==> src/rtl/cplx_pkg.sv <==
// Shared types and helpers for the complex adder/accumulator.
package cplx_pkg;

    localparam int unsigned DATA_W_DEF = 32;
    localparam int unsigned ACC_W_DEF  = 48;
    localparam int unsigned LEN_W_DEF  = 16;
    localparam int unsigned MAX_W      = 64;

    typedef enum logic [1:0] {
        IDLE,
        ACC,
        HOLD
    } state_e;

    // Signed range limits of a w-bit value, returned at MAX_W; callers truncate to w.
    function automatic logic signed [MAX_W-1:0] acc_max(input int unsigned w);
        return (MAX_W'(1) << (w - 1)) - MAX_W'(1);
    endfunction

    function automatic logic signed [MAX_W-1:0] acc_min(input int unsigned w);
        return ~acc_max(w);
    endfunction

endpackage

==> src/rtl/cplx_sat_add.sv <==
// One signed ACC_W adder; saturates and flags overflow when CPLX_ACC_SAT_EN is defined,
// otherwise wraps modulo 2^ACC_W with the overflow flag tied low.
module cplx_sat_add
    import cplx_pkg::*;
#(
    parameter int unsigned ACC_W = ACC_W_DEF
) (
    input  logic signed [ACC_W-1:0] a_i,
    input  logic signed [ACC_W-1:0] b_i,
    output logic signed [ACC_W-1:0] sum_c_o,
    output logic                    ovf_c_o
);

`ifdef CPLX_ACC_SAT_EN
    localparam logic signed [ACC_W-1:0] SAT_MAX = ACC_W'(acc_max(ACC_W));
    localparam logic signed [ACC_W-1:0] SAT_MIN = ACC_W'(acc_min(ACC_W));

    logic [ACC_W:0] full;

    // One guard bit: overflow when the two top bits disagree.
    always_comb begin
        full    = {a_i[ACC_W-1], a_i} + {b_i[ACC_W-1], b_i};
        ovf_c_o = full[ACC_W] ^ full[ACC_W-1];
        sum_c_o = full[ACC_W-1:0];
        if (ovf_c_o) begin
            sum_c_o = full[ACC_W] ? SAT_MIN : SAT_MAX;
        end
    end
`else
    assign sum_c_o = a_i + b_i;
    assign ovf_c_o = 1'b0;
`endif

endmodule

==> src/rtl/cplx_accum.sv <==
// Complex pairwise adder / frame accumulator with valid/ready handshakes.
// Define CPLX_ACC_SAT_EN for saturating adds and a live out_ovf flag.
module cplx_accum
    import cplx_pkg::*;
#(
    parameter int unsigned DATA_W = DATA_W_DEF,
    parameter int unsigned ACC_W  = ACC_W_DEF,
    parameter int unsigned LEN_W  = LEN_W_DEF
) (
    input  logic                     clk,
    input  logic                     rst_n,
    input  logic                     clr,
    input  logic                     mode,
    input  logic [LEN_W-1:0]         frame_len,
    input  logic                     in_valid,
    output logic                     in_ready,
    input  logic signed [DATA_W-1:0] a_re,
    input  logic signed [DATA_W-1:0] a_im,
    input  logic signed [DATA_W-1:0] b_re,
    input  logic signed [DATA_W-1:0] b_im,
    output logic                     out_valid,
    input  logic                     out_ready,
    output logic signed [ACC_W-1:0]  out_re,
    output logic signed [ACC_W-1:0]  out_im,
    output logic                     out_ovf
);

    localparam int unsigned EXT_W = ACC_W - DATA_W;

    state_e                   state_q, state_d;
    logic signed [ACC_W-1:0]  acc_re_q, acc_re_d, acc_im_q, acc_im_d;
    logic [LEN_W-1:0]         cnt_q, cnt_d, len_q, len_d;
    logic                     ovf_q, ovf_d;
    logic                     out_valid_q, out_valid_d;

    logic signed [ACC_W-1:0]  a_re_x, a_im_x, b_re_x, b_im_x;
    logic signed [ACC_W-1:0]  s_re, s_im, acc_re_sum, acc_im_sum;
    logic                     s_re_ovf, s_im_ovf, acc_re_ovf, acc_im_ovf;
    logic [LEN_W-1:0]         len_in, cnt_inc;
    logic                     beat;

    assign a_re_x = {{EXT_W{a_re[DATA_W-1]}}, a_re};
    assign a_im_x = {{EXT_W{a_im[DATA_W-1]}}, a_im};
    assign b_re_x = {{EXT_W{b_re[DATA_W-1]}}, b_re};
    assign b_im_x = {{EXT_W{b_im[DATA_W-1]}}, b_im};

    // Beat sum s = a + b per component.
    cplx_sat_add #(.ACC_W(ACC_W)) u_beat_re (.a_i(a_re_x), .b_i(b_re_x), .sum_c_o(s_re), .ovf_c_o(s_re_ovf));
    cplx_sat_add #(.ACC_W(ACC_W)) u_beat_im (.a_i(a_im_x), .b_i(b_im_x), .sum_c_o(s_im), .ovf_c_o(s_im_ovf));

    // Accumulate path acc + s per component.
    cplx_sat_add #(.ACC_W(ACC_W)) u_acc_re (.a_i(acc_re_q), .b_i(s_re), .sum_c_o(acc_re_sum), .ovf_c_o(acc_re_ovf));
    cplx_sat_add #(.ACC_W(ACC_W)) u_acc_im (.a_i(acc_im_q), .b_i(s_im), .sum_c_o(acc_im_sum), .ovf_c_o(acc_im_ovf));

    assign in_ready = (state_q != HOLD) || out_ready;
    assign beat     = in_valid && in_ready;
    assign len_in   = (frame_len == '0) ? LEN_W'(1) : frame_len;
    assign cnt_inc  = cnt_q + LEN_W'(1);

    always_comb begin
        state_d  = state_q;
        acc_re_d = acc_re_q;
        acc_im_d = acc_im_q;
        cnt_d    = cnt_q;
        len_d    = len_q;
        ovf_d    = ovf_q;

        case (state_q)
            IDLE, HOLD: begin
                if (state_q == HOLD && out_ready) begin
                    state_d = IDLE;
                end
                // A beat taken while the result drains starts a fresh frame.
                if (beat) begin
                    acc_re_d = s_re;
                    acc_im_d = s_im;
                    ovf_d    = s_re_ovf | s_im_ovf;
                    len_d    = len_in;
                    cnt_d    = LEN_W'(1);
                    state_d  = (!mode || len_in == LEN_W'(1)) ? HOLD : ACC;
                end
            end
            ACC: begin
                if (beat) begin
                    acc_re_d = acc_re_sum;
                    acc_im_d = acc_im_sum;
                    ovf_d    = ovf_q | s_re_ovf | s_im_ovf | acc_re_ovf | acc_im_ovf;
                    cnt_d    = cnt_inc;
                    if (cnt_inc == len_q) begin
                        state_d = HOLD;
                    end
                end
            end
            default: state_d = IDLE;
        endcase

        if (clr) begin
            state_d  = IDLE;
            acc_re_d = '0;
            acc_im_d = '0;
            cnt_d    = '0;
            ovf_d    = 1'b0;
        end

        out_valid_d = (state_d == HOLD);
    end

    always_ff @(posedge clk or negedge rst_n) begin
        if (!rst_n) begin
            state_q     <= IDLE;
            acc_re_q    <= '0;
            acc_im_q    <= '0;
            cnt_q       <= '0;
            len_q       <= LEN_W'(1);
            ovf_q       <= 1'b0;
            out_valid_q <= 1'b0;
        end else begin
            state_q     <= state_d;
            acc_re_q    <= acc_re_d;
            acc_im_q    <= acc_im_d;
            cnt_q       <= cnt_d;
            len_q       <= len_d;
            ovf_q       <= ovf_d;
            out_valid_q <= out_valid_d;
        end
    end

    assign out_valid = out_valid_q;
    assign out_re    = acc_re_q;
    assign out_im    = acc_im_q;
    assign out_ovf   = ovf_q;

endmodule

==> config.mk <==
export PLATFORM = sky130hd
export DESIGN_NAME = cplx_accum
export DESIGN_NICKNAME = d
export VERILOG_FILES = /design/src/rtl/cplx_pkg.sv /design/src/rtl/cplx_sat_add.sv /design/src/rtl/cplx_accum.sv
export SDC_FILE = /design/constraint.sdc
export NUM_CORES = 1
export LEC_CHECK = 0
export BUFFER_PORTS_ARGS = -buffer_cell sky130_fd_sc_hd__buf_2
export CAP_MARGIN = 20
export CORE_MARGIN = 2
export CORE_UTILIZATION = 60
export DETAILED_ROUTE_END_ITERATION = 10
export PLACE_DENSITY = 0.84
export REMOVE_ABC_BUFFERS = 1
export SLEW_MARGIN = 40
export SYNTH_ARGS = -nofsm -noshare
export SYNTH_HDL_FRONTEND = slang
export SYNTH_SLANG_ARGS = --single-unit
==> constraint.sdc <==
create_clock -name clk -period 6.9 [get_ports clk]
set_input_delay 0.345 -clock clk [delete_from_list [all_inputs] [get_ports clk]]
set_output_delay 0.345 -clock clk [all_outputs]
set_load 0.03 [all_outputs]
==> metrics.csv <==
metric;value;unit
status;complete, no violations;
GRT Total Usage;0.317;
CP startpoint kind;primary input;
Total Power;4.06;mW
worst slew pin tran;0.754;ns
yosys warns;0;
synthesized flop and latch total;131;
most frequent CP cell;o21ai_1;
RSZ-0062 raised after global routing;no;
share of cells above drive strength 1;0.165;
Root Buffer;clkbuf_16;
critical path's largest stage delay;0.42;ns
TritonRoute pass-1 iters;5;
Post-Route WL;41600;um
worst-case clock buffer depth;2;
initial core utilization;0.608;
min setup slack post-route;1.51;ns
clock slew at reported path FFs;0.07;ns
diodes inserted;0;
FF-to-FF setup slack;3.10;ns
area of the die;25800;um^2
Core Util, Final;0.691;
fin. max-slew vios;0;
largest net degree at the start of global routing;81;
reg2reg end;out_re[46];
CP arrival;5.66;ns
Sw Ratio;0.454;
Hold Crit Endpoint;len_q[8];
Critical Path RT;7.17;ns
post-CTS resize count;0;
Post-Syn Instances;1906;
I/O pin count;249;
clk sinks;131;
Peak Freq;186;MHz
Die X-Extent;161;um
vias in the first global route;14400;
clock latency on the worst-skew pair;0.44;ns
clock skew after layout;0.0165;ns
Rel. slew slack;0.498;
Chip Height;161;um
Logic pwr share;0.537;
cell area power density;242;nW/um^2
Post-synth EDFFs;0;
cell family with most CP delay;compound AO/OA/AOI/OAI gates;
leading area contributor after synthesis;dfrtp_1;
crit end category;flop;
worst vdd ir;0.178;mV
crit path time final;5.39;ns
Mapped Area;14700;um^2
count of different cell masters after synthesis;93;
ANT nets after route;0;
Worst Hold Class;primary input to flop;
drc violations;0;
setup TNS;0;ns
register area share after synthesis;0.223;
LEAKAGE;8.28;nW
asr flop ratio synth;1.00;
Final Cycle Share;0.781;
DRT iter0 DRCs;1242;
CP Launch Point;a_re[6];
power share of the clock group;0.232;
nets@finish;2407;
leading register cell type out of synthesis;dfrtp_1;
DR vias;15100;
critical path peak fanout;9;
Post-Syn Area per Cell;7.73;um^2
H-tree depth;4;
P_sw;1.84;mW
Num CTS Buffers;17;
Row Count;57;
launch point of the worst reg-to-reg path;out_re[0];
most common cell after layout, fill and taps aside;buf_2;
routability cong.;0.957;
hold-critical path depth;3;
hold path start;frame_len[8];
Routed WL per cell;17.1;um
cell-internal power;2.21;mW
detailed placement HPWL;31500;um
largest cells by area after synthesis;dfrtp_1, ha_1, a21oi_1, xnor2_1, nor2_1;
Synth-to-Final Area Change;13.7;%
CP Class;primary input to flop;
Synth top area share;0.221;
initial antenna violation count;0;
final count of negative-setup-slack endpoints;0;
first-pass GRT wire length;68600;um
vias per inst;6.20;
Final Hold Violating Endpoints;0;
reg2reg path depth;14;
cts hold-fix bufs;1;
commonest cells after routing, fill and taps aside;buf_2, nor2_1, a21oi_1;
crit-path cells;buf_2 > ha_1 > a211oi_2 > o211a_1 > o21ai_1 > o41a_1 > a221o_1 > o31ai_2 > a21oi_1 > nor2_2 > o21ai_1 > xnor2_1 > ha_1 > a21o_1 > a31o_1 > a221oi_2 > o21bai_1 > a41oi_2 > o2111ai_2 > a211oi_4 > o221ai_2 > a2111o_1 > o21ai_1 > a21oi_1;
grt ovf;0;
Slowest cell on crit path;a2111o_1;
PortBufs;247;
Max-Cap Viols;0;
Crit path buffers/inverters;1;
post-CTS setup buffer count;0;
core area;24200;um^2
sequential fraction of design power;0.232;
pre-CTS setup slack;1.19;ns
CTS tree;yes;
==> logic make-up (layout without fill, tap and decap cells) <==
family	count (synthesis)	count (layout)	synth area share
AOI/OAI and AO/OA	662	662	0.300
xor gates and xnor gates	155	155	0.0921
adders and majority gates	165	165	0.142
buffers and inverters	158	357	0.0422
DFF	131	131	0.223
muxes	8	8	0.00552
other	1	1	0.000254
and+or+nand+nor	626	626	0.195
==> final cells by class <==
cell class | instances | area, um^2
Clock buffer | 17 | 425
Clock inverter | 15 | 185
Fill cell | 2044 | 7490
Inverter | 65 | 244
Multi-Input combinational cell | 1617 | 10900
Sequential cell | 131 | 3280
Tap cell | 324 | 405
Timing Repair Buffer | 260 | 1350
==> synth_stat cells, types with 6 or more instances <==
cell / count
a211oi_1: 19
a311oi_1: 18
and3_1: 18
o21a_1: 17
o211ai_1: 18
xnor2_1: 99
clkbuf_1: 76
and4_1: 7
nor3_1: 52
a21oi_1: 198
o31ai_1: 9
nor2_1: 205
o21ai_0: 112
o21ai_1: 38
dfrtp_1: 130
nor2b_1: 27
a221o_1: 6
nand2_1: 194
o21bai_1: 23
nand4_1: 30
a22o_1: 10
inv_1: 65
a31oi_1: 15
mux2i_1: 7
buf_2: 8
ha_1: 161
nand2b_1: 16
a41oi_1: 7
nor4_1: 7
a21o_1: 86
xor2_1: 56
nand3_1: 39
a211o_1: 6
==> registers in the layout (all words and copies together), names as in the netlist <==
register,flops
len_q,16
state_q,2
cnt_q,16
out_valid,1
out_im,48
out_re,48
==> metal layers <==
metal | GRT usage | vias to the layer above | part of all wire
li1 | - | 7338 | -
met1 | 0.410 | 7071 | 0.43
met2 | 0.542 | 564 | 0.48
met3 | 0.0478 | 85 | 0.063
met4 | 0.112 | 0 | 0.028
met5 | 0 | - | 0
==> metrics by stage <==
step                      std cells  instance area [um^2]  hold slack (ns)
after floorplan                1813                 14400           0.0494
after global placement         2396                 16100            0.437
after detailed placement       2396                 16100            0.451
after CTS                      2429                 16800            0.112
after global routing           2429                 16800            0.125
final                          2429                 16800            0.125
==> how the worst max path moves through the flow <==
| stage | to | slack (ns) | depth (start not counted) |
|---|---|---|---|
| CTS | out_re[47] | 1.58 | 24 |
| global placement | out_re[47] | 1.27 | 24 |
| global route | out_im[47] | 1.16 | 26 |
| detailed placement | out_re[47] | 1.19 | 24 |
| finish | out_re[47] | 1.51 | 24 |
| floorplan | out_re[47] | 1.84 | 23 |
==> power groups by stage <==
stage / logic [mW] / registers, mW / clock network (mW)
after global placement: 2.10 / 0.946 / 0
after CTS: 2.15 / 0.937 / 0.952
final: 2.18 / 0.939 / 0.939
after detailed placement: 2.13 / 0.951 / 0
after global routing: 2.40 / 0.949 / 0.985
after floorplan: 1.50 / 1.07 / 0
==> worst register-to-register path, delay by kind of cell (launching register included) <==
family                     cells  cell delay, ns
muxes                          1            0.27
DFF                            1            0.37
adders and majority gates      2            0.60
and+or+nand+nor                2            0.27
buffers and inverters          1            0.07
AOI/OAI and AO/OA              8            2.11
Note: power is estimated with default switching activity, not from simulation.
